### config.mk
export PLATFORM = sky130hd
export DESIGN_NAME = banco_temporizadores
export DESIGN_NICKNAME = d
export VERILOG_FILES = /design/src/rtl/temporizador_pkg.sv /design/src/rtl/canal_temporizador.sv /design/src/rtl/banco_temporizadores.sv
export SDC_FILE = /design/constraint.sdc
export NUM_CORES = 1
export LEC_CHECK = 0
export ABC_CLOCK_PERIOD_IN_PS = 2500
export BUFFER_PORTS_ARGS = -buffer_cell sky130_fd_sc_hd__buf_2
export CAP_MARGIN = 25
export CORE_MARGIN = 3
export CORE_UTILIZATION = 54
export DETAILED_ROUTE_END_ITERATION = 6
export GPL_TIMING_DRIVEN = 0
export PLACE_DENSITY = 0.72
export SLEW_MARGIN = 30
export SYNTH_ARGS = -nofsm -noshare
export SYNTH_HDL_FRONTEND = slang
export SYNTH_SLANG_ARGS = --single-unit
### constraint.sdc
create_clock -name clock -period 2.5 [get_ports clock]
set_clock_uncertainty 0.05 [all_clocks]
set_input_delay 0.375 -clock clock [delete_from_list [all_inputs] [get_ports clock]]
set_output_delay 0.375 -clock clock [all_outputs]
set_load 0.005 [all_outputs]
### src/rtl/temporizador_pkg.sv
// rtl/temporizador_pkg.sv - shared constants for the vending-machine timer bank
package temporizador_pkg;

    localparam int NUM_CH = 7;
    localparam int CNT_W  = 4;

    localparam int CH_BEBIDA   = 0;
    localparam int CH_MOEDA    = 1;
    localparam int CH_PRESSU   = 2;
    localparam int CH_AQUECI   = 3;
    localparam int CH_ENTRE    = 4;
    localparam int CH_ERRMOEDA = 5;
    localparam int CH_SENSOR   = 6;

    localparam int DEF_DUR_BEBIDA   = 10;
    localparam int DEF_DUR_MOEDA    = 10;
    localparam int DEF_DUR_PRESSU   = 2;
    localparam int DEF_DUR_AQUECI   = 10;
    localparam int DEF_DUR_ENTRE    = 2;
    localparam int DEF_DUR_ERRMOEDA = 6;
    localparam int DEF_DUR_SENSOR   = 6;

    function automatic bit dur_valida(input int dur);
        return (dur >= 1) && (dur <= (2 ** CNT_W) - 1);
    endfunction

endpackage

### src/rtl/canal_temporizador.sv
// rtl/canal_temporizador.sv - one saturating seconds counter with registered expiry flag
module canal_temporizador
    import temporizador_pkg::*;
#(
    parameter int DUR = 10
) (
    input  logic             clock,
    input  logic             reset_n,
    input  logic             i_en,
    input  logic             i_rise,
    input  logic             i_tick,
    output logic [CNT_W-1:0] o_cnt,
    output logic             o_t
);

    localparam logic [CNT_W-1:0] DUR_C = CNT_W'(DUR);

    if (!dur_valida(DUR)) begin : g_dur_invalida
        $error("canal_temporizador: DUR must be in 1..15");
    end

    logic [CNT_W-1:0] r_cnt;
    logic             r_t;
    logic [CNT_W-1:0] w_cnt_next;

    // A fresh rise always restarts from zero, even if a tick lands on the same edge.
    always_comb begin
        w_cnt_next = r_cnt;
        if (!i_en || i_rise) begin
            w_cnt_next = '0;
        end else if (i_tick && (r_cnt < DUR_C)) begin
            w_cnt_next = r_cnt + 1'b1;
        end
    end

    always_ff @(posedge clock or negedge reset_n) begin
        if (!reset_n) begin
            r_cnt <= '0;
            r_t   <= 1'b0;
        end else begin
            r_cnt <= w_cnt_next;
            r_t   <= i_en && (w_cnt_next == DUR_C);
        end
    end

    assign o_cnt = r_cnt;
    assign o_t   = r_t;

endmodule

### src/rtl/banco_temporizadores.sv
// rtl/banco_temporizadores.sv - seven-channel seconds timer bank with shared prescaler
module banco_temporizadores
    import temporizador_pkg::*;
#(
    parameter int CLK_HZ       = 50_000_000,
    parameter int DUR_BEBIDA   = DEF_DUR_BEBIDA,
    parameter int DUR_MOEDA    = DEF_DUR_MOEDA,
    parameter int DUR_PRESSU   = DEF_DUR_PRESSU,
    parameter int DUR_AQUECI   = DEF_DUR_AQUECI,
    parameter int DUR_ENTRE    = DEF_DUR_ENTRE,
    parameter int DUR_ERRMOEDA = DEF_DUR_ERRMOEDA,
    parameter int DUR_SENSOR   = DEF_DUR_SENSOR
) (
    input  logic             clock,
    input  logic             reset_n,
    input  logic             sec10_bebida,
    input  logic             sec10_moeda,
    input  logic             sec2_pressu,
    input  logic             sec10_aqueci,
    input  logic             sec2_entre,
    input  logic             sec6_errMoeda,
    input  logic             sec6_sensor,
    output logic             T10_bebida,
    output logic             T10_moeda,
    output logic             T2_pressu,
    output logic             T10_aqueci,
    output logic             T2_entre,
    output logic             T6_errMoeda,
    output logic             T6_sensor,
    output logic [CNT_W-1:0] restante,
    output logic             conflito
);

    localparam int PRESC_W = (CLK_HZ > 1) ? $clog2(CLK_HZ) : 1;
    localparam logic [PRESC_W-1:0] PRESC_MAX = PRESC_W'(CLK_HZ - 1);
    localparam int DUR_A [NUM_CH] = '{DUR_BEBIDA, DUR_MOEDA, DUR_PRESSU, DUR_AQUECI,
                                      DUR_ENTRE, DUR_ERRMOEDA, DUR_SENSOR};

    if (CLK_HZ < 1) begin : g_clk_invalido
        $error("banco_temporizadores: CLK_HZ must be at least 1");
    end

    logic [NUM_CH-1:0]            w_en;
    logic [NUM_CH-1:0]            r_en_d;
    logic [NUM_CH-1:0]            w_rise;
    logic [NUM_CH-1:0]            w_t;
    logic [NUM_CH-1:0][CNT_W-1:0] w_cnt;
    logic [PRESC_W-1:0]           r_presc;
    logic                         w_any;
    logic                         w_any_rise;
    logic                         w_tick;
    logic [CNT_W-1:0]             w_restante;
    logic [CNT_W-1:0]             r_restante;
    logic                         r_conflito;

    assign w_en = {sec6_sensor, sec6_errMoeda, sec2_entre, sec10_aqueci,
                   sec2_pressu, sec10_moeda, sec10_bebida};

    assign w_rise     = w_en & ~r_en_d;
    assign w_any      = |w_en;
    assign w_any_rise = |w_rise;
    assign w_tick     = w_any && (r_presc == PRESC_MAX);

    // Any new start realigns the shared second so the starting channel gets a full one.
    always_ff @(posedge clock or negedge reset_n) begin
        if (!reset_n) begin
            r_en_d  <= '0;
            r_presc <= '0;
        end else begin
            r_en_d <= w_en;
            if (!w_any || w_any_rise || w_tick) begin
                r_presc <= '0;
            end else begin
                r_presc <= r_presc + 1'b1;
            end
        end
    end

    for (genvar g = 0; g < NUM_CH; g++) begin : g_canal
        canal_temporizador #(
            .DUR(DUR_A[g])
        ) u_canal (
            .clock  (clock),
            .reset_n(reset_n),
            .i_en   (w_en[g]),
            .i_rise (w_rise[g]),
            .i_tick (w_tick),
            .o_cnt  (w_cnt[g]),
            .o_t    (w_t[g])
        );
    end

    // Lowest-index active channel owns the display; scan downward so it wins.
    always_comb begin
        w_restante = '0;
        for (int i = NUM_CH - 1; i >= 0; i--) begin
            if (w_en[i]) begin
                w_restante = CNT_W'(DUR_A[i]) - w_cnt[i];
            end
        end
    end

    always_ff @(posedge clock or negedge reset_n) begin
        if (!reset_n) begin
            r_restante <= '0;
            r_conflito <= 1'b0;
        end else begin
            r_restante <= w_restante;
            r_conflito <= ($countones(w_en) > 1);
        end
    end

    assign T10_bebida  = w_t[CH_BEBIDA];
    assign T10_moeda   = w_t[CH_MOEDA];
    assign T2_pressu   = w_t[CH_PRESSU];
    assign T10_aqueci  = w_t[CH_AQUECI];
    assign T2_entre    = w_t[CH_ENTRE];
    assign T6_errMoeda = w_t[CH_ERRMOEDA];
    assign T6_sensor   = w_t[CH_SENSOR];
    assign restante    = r_restante;
    assign conflito    = r_conflito;

endmodule

==> results.txt <==
Status = completed
Reg2reg setup slack = 20 ps
WL final = 8610 µm
Post-synthesis sequential area ratio = 45.4%
Data required time of the worst path = 2730 ps
Syn. warnings = 0
IO Pins = 21
Cell area after synthesis = 0.00402 mm²
Core area = 0.00702 mm²
Dpl hpwl = 5840 µm
Reg2reg path depth = 7
Initial DRC Count = 163
Skew-Pair Late Insertion Delay = 360 ps
Min Tclk post-route = 2480 ps
IO Port Bufs = 20
RSZ-0062 raised after global routing = yes
Worst reg2reg endpoint = g_canal[0].u_canal.o_cnt[0]$_DFF_PN0_
Share of layout cells above drive strength 1 = 18.1%
Initial Util = 57.3%
Vias in the first global route = 3025
Setup_tns = 0 ps
Clock sinks = 73
Most used flip-flop cell after synthesis = dfrtp_1
Most area-consuming cells after synthesis = dfrtp_1, xnor2_1, ha_1, nor2_1, xor2_1
Synth cell types = 50
First-pass GRT wire length = 14200 µm
Clock Pin Slew Worst Setup and Hold Paths = 80 ps
GRT Total Usage = 21.0%
Top cell type's share of synthesized area = 45.4%
Critical Path AT = 2710 ps
Final hold slack = 82.4 ps
Number of synthesized flops with an enable pin = 0
Root Driver = clkbuf_8
CP Launch Point = r_presc[7]$_DFF_PN0_
Nets@finish = 495
Final Cycle Share = 99.2%
N_diodes = 0
Hold endpoint = r_en_d[5]$_DFF_PN0_
Final setup violation count = 0
Avg Cell Area, Syn = 9.74 µm²
Vias = 3179
Hold Crit Class = input pin to register
DIE WIDTH = 92.3 µm
Die Footprint = 0.00852 mm²
CTS tree = yes
Drt via density = 5.62
Gpl congestion = 0.898
Seq cells post-synth = 73
Worst Setup Path Type = register to register
1st-pass router iterations = 4
Worst ir drop on vdd = 0.280 mV
Final Hold Viols = 0
Post-synth ARST share = 100%
Max Fclk = 403 MHz
Hold path cells = 1
Num CTS Buffers = 9
Synthesis-to-layout area growth = 17.1%
Min-delay src = sec6_errMoeda
Htree depth = 3
FF-to-FF Start = r_presc[7]$_DFF_PN0_
LEAKAGE = 2.08 nW
Max-cap viol count = 0
Commonest cells after routing, fill and taps aside = dfrtp_1, nor2_1, nand2_1, xnor2_1
Pwr per Cell Area = 466 mW/mm²
Avg WL per Cell = 15.2 µm
Antenna violation net count after detailed routing = 0
Initial antenna violation count = 0
Slew Limit Fails = 0
Relative max-transition margin = 56.6%
Slew @ Worst Pin = 645 ps
Rows = 30
GRT overflow = 0
# DRC = 0
Total power = 2.20 mW
CTS Buffer Depth = 2
Mapped Cells = 413
Synth area leader = dfrtp_1
Largest net degree at the start of global routing = 45
Crit path max fanout = 6
Syn nets = 443
Crit end category = register
Critical Path Start Type = register
Most common cell after layout, fill and taps aside = dfrtp_1
Die Y = 92.3 µm
==> stage by stage <==
step / cells / area [µm²] / utilization (%) / worst slack, ps
after floorplan: 413 / 4030 / - / 5.11
after detailed placement: 530 / 4280 / 61.0 / -606
after CTS: 549 / 4490 / 64.0 / 7.50
final: 566 / 4710 / 67.1 / 20.0
after global routing: 566 / 4710 / 67.1 / -71.3
after global placement: 529 / 4250 / 60.5 / -666
==> metal layers <==
layer / global-route usage (%) / up-vias / wire [µm] / share of wire (%)
met1: 29.3 / 1531 / 4010 / 47
met4: 8.91 / 0 / 196 / 2.3
met3: 4.22 / 20 / 433 / 5.0
met2: 31.9 / 72 / 3960 / 46
li1: - / 1556 / - / -
met5: 0 / - / 0 / 0
==> kinds of logic after synthesis <==
family,count (synthesis),share of synthesized area [%]
flip-flops,73,45.4
adder cells (fa/ha/maj),21,7.09
buffers and inverters,35,3.64
AO/OA/AOI/OAI,57,9.45
multiplexers,5,1.24
XOR/XNOR,48,10.4
AND/OR/NAND/NOR,174,22.7
==> state kept, by name, summed over array words and instances, names as in the netlist <==
| signal | cells |
|---|---|
| r_presc | 26 |
| g_canal.u_canal.o_cnt | 28 |
| conflito | 1 |
| restante | 4 |
| g_canal.u_canal.o_t | 7 |
| r_en_d | 7 |
==> power breakdown <==
| part | switching (mW) | internal, mW | total, mW | leakage [nW] |
|---|---|---|---|---|
| registers | 0.00806 | 1.20 | 1.20 | 0.988 |
| logic | 0.0976 | 0.0548 | 0.152 | 1.01 |
| clock network | 0.454 | 0.388 | 0.842 | 0.0826 |
==> critical path, stage by stage, from the launching register on <==
cell and delay, ps:
dfrtp_2 460, nor4_2 270, nand4b_1 210, or4_4 590, buf_4 170, clkbuf_16 140
or3_1 340, a21oi_1 160
==> worst max path at each step <==
| stage | to | slack (ps) | cells past startpoint |
|---|---|---|---|
| detailed placement | r_presc[10]$_DFF_PN0_ | -610 | 11 |
| global route | g_canal[0].u_canal.o_t$_DFF_PN0_ | -70 | 7 |
| finish | g_canal[0].u_canal.o_cnt[0]$_DFF_PN0_ | 20 | 7 |
| CTS | g_canal[0].u_canal.o_t$_DFF_PN0_ | 8 | 7 |
| floorplan | g_canal[0].u_canal.o_t$_DFF_PN0_ | 5 | 10 |
| global placement | g_canal[1].u_canal.o_t$_DFF_PN0_ | -670 | 10 |
==> synth_stat cells, drive strengths merged (2+ instances only) <==
master	count
dfrtp	73
nor2	57
nand2	30
xnor2	29
inv	23
nand3	19
xor2	19
ha	18
a21oi	15
nor3	12
and3	11
a211oi	9
nor4	9
nand4	8
o21ai	8
buf	7
clkbuf	5
mux2i	5
o22ai	5
a221oi	4
nand4b	4
a31oi	3
a41oi	3
and2	3
and4	3
fa	3
nor4b	3
or3	3
or4	3
a2111oi	2
nand2b	2
nand3b	2
nor2b	2
o211ai	2
or2	2
==> what timing repair did <==
item / 4_1_cts / 5_1_grt
pin swaps: 1 / 7
resized for setup: 6 / 21
setup buffers: 2 / 15
gates cloned: 0 / 2
hold buffers: 1 / 0
endpoints found under the hold margin: 29 / 0
setup endpoints to repair: 28 / 46
==> area by class of cell <==
| type | count | area (µm²) |
|---|---|---|
| Fill cell | 543 | 2310 |
| Multi-Input combinational cell | 306 | 2140 |
| Sequential cell | 73 | 1830 |
| Timing Repair Buffer | 40 | 285 |
| Clock buffer | 12 | 145 |
| Tap cell | 96 | 120 |
| Inverter | 23 | 86.3 |
| Buffer | 12 | 75.1 |
| Clock inverter | 4 | 28.8 |
Power figures use the tool's default switching activity.
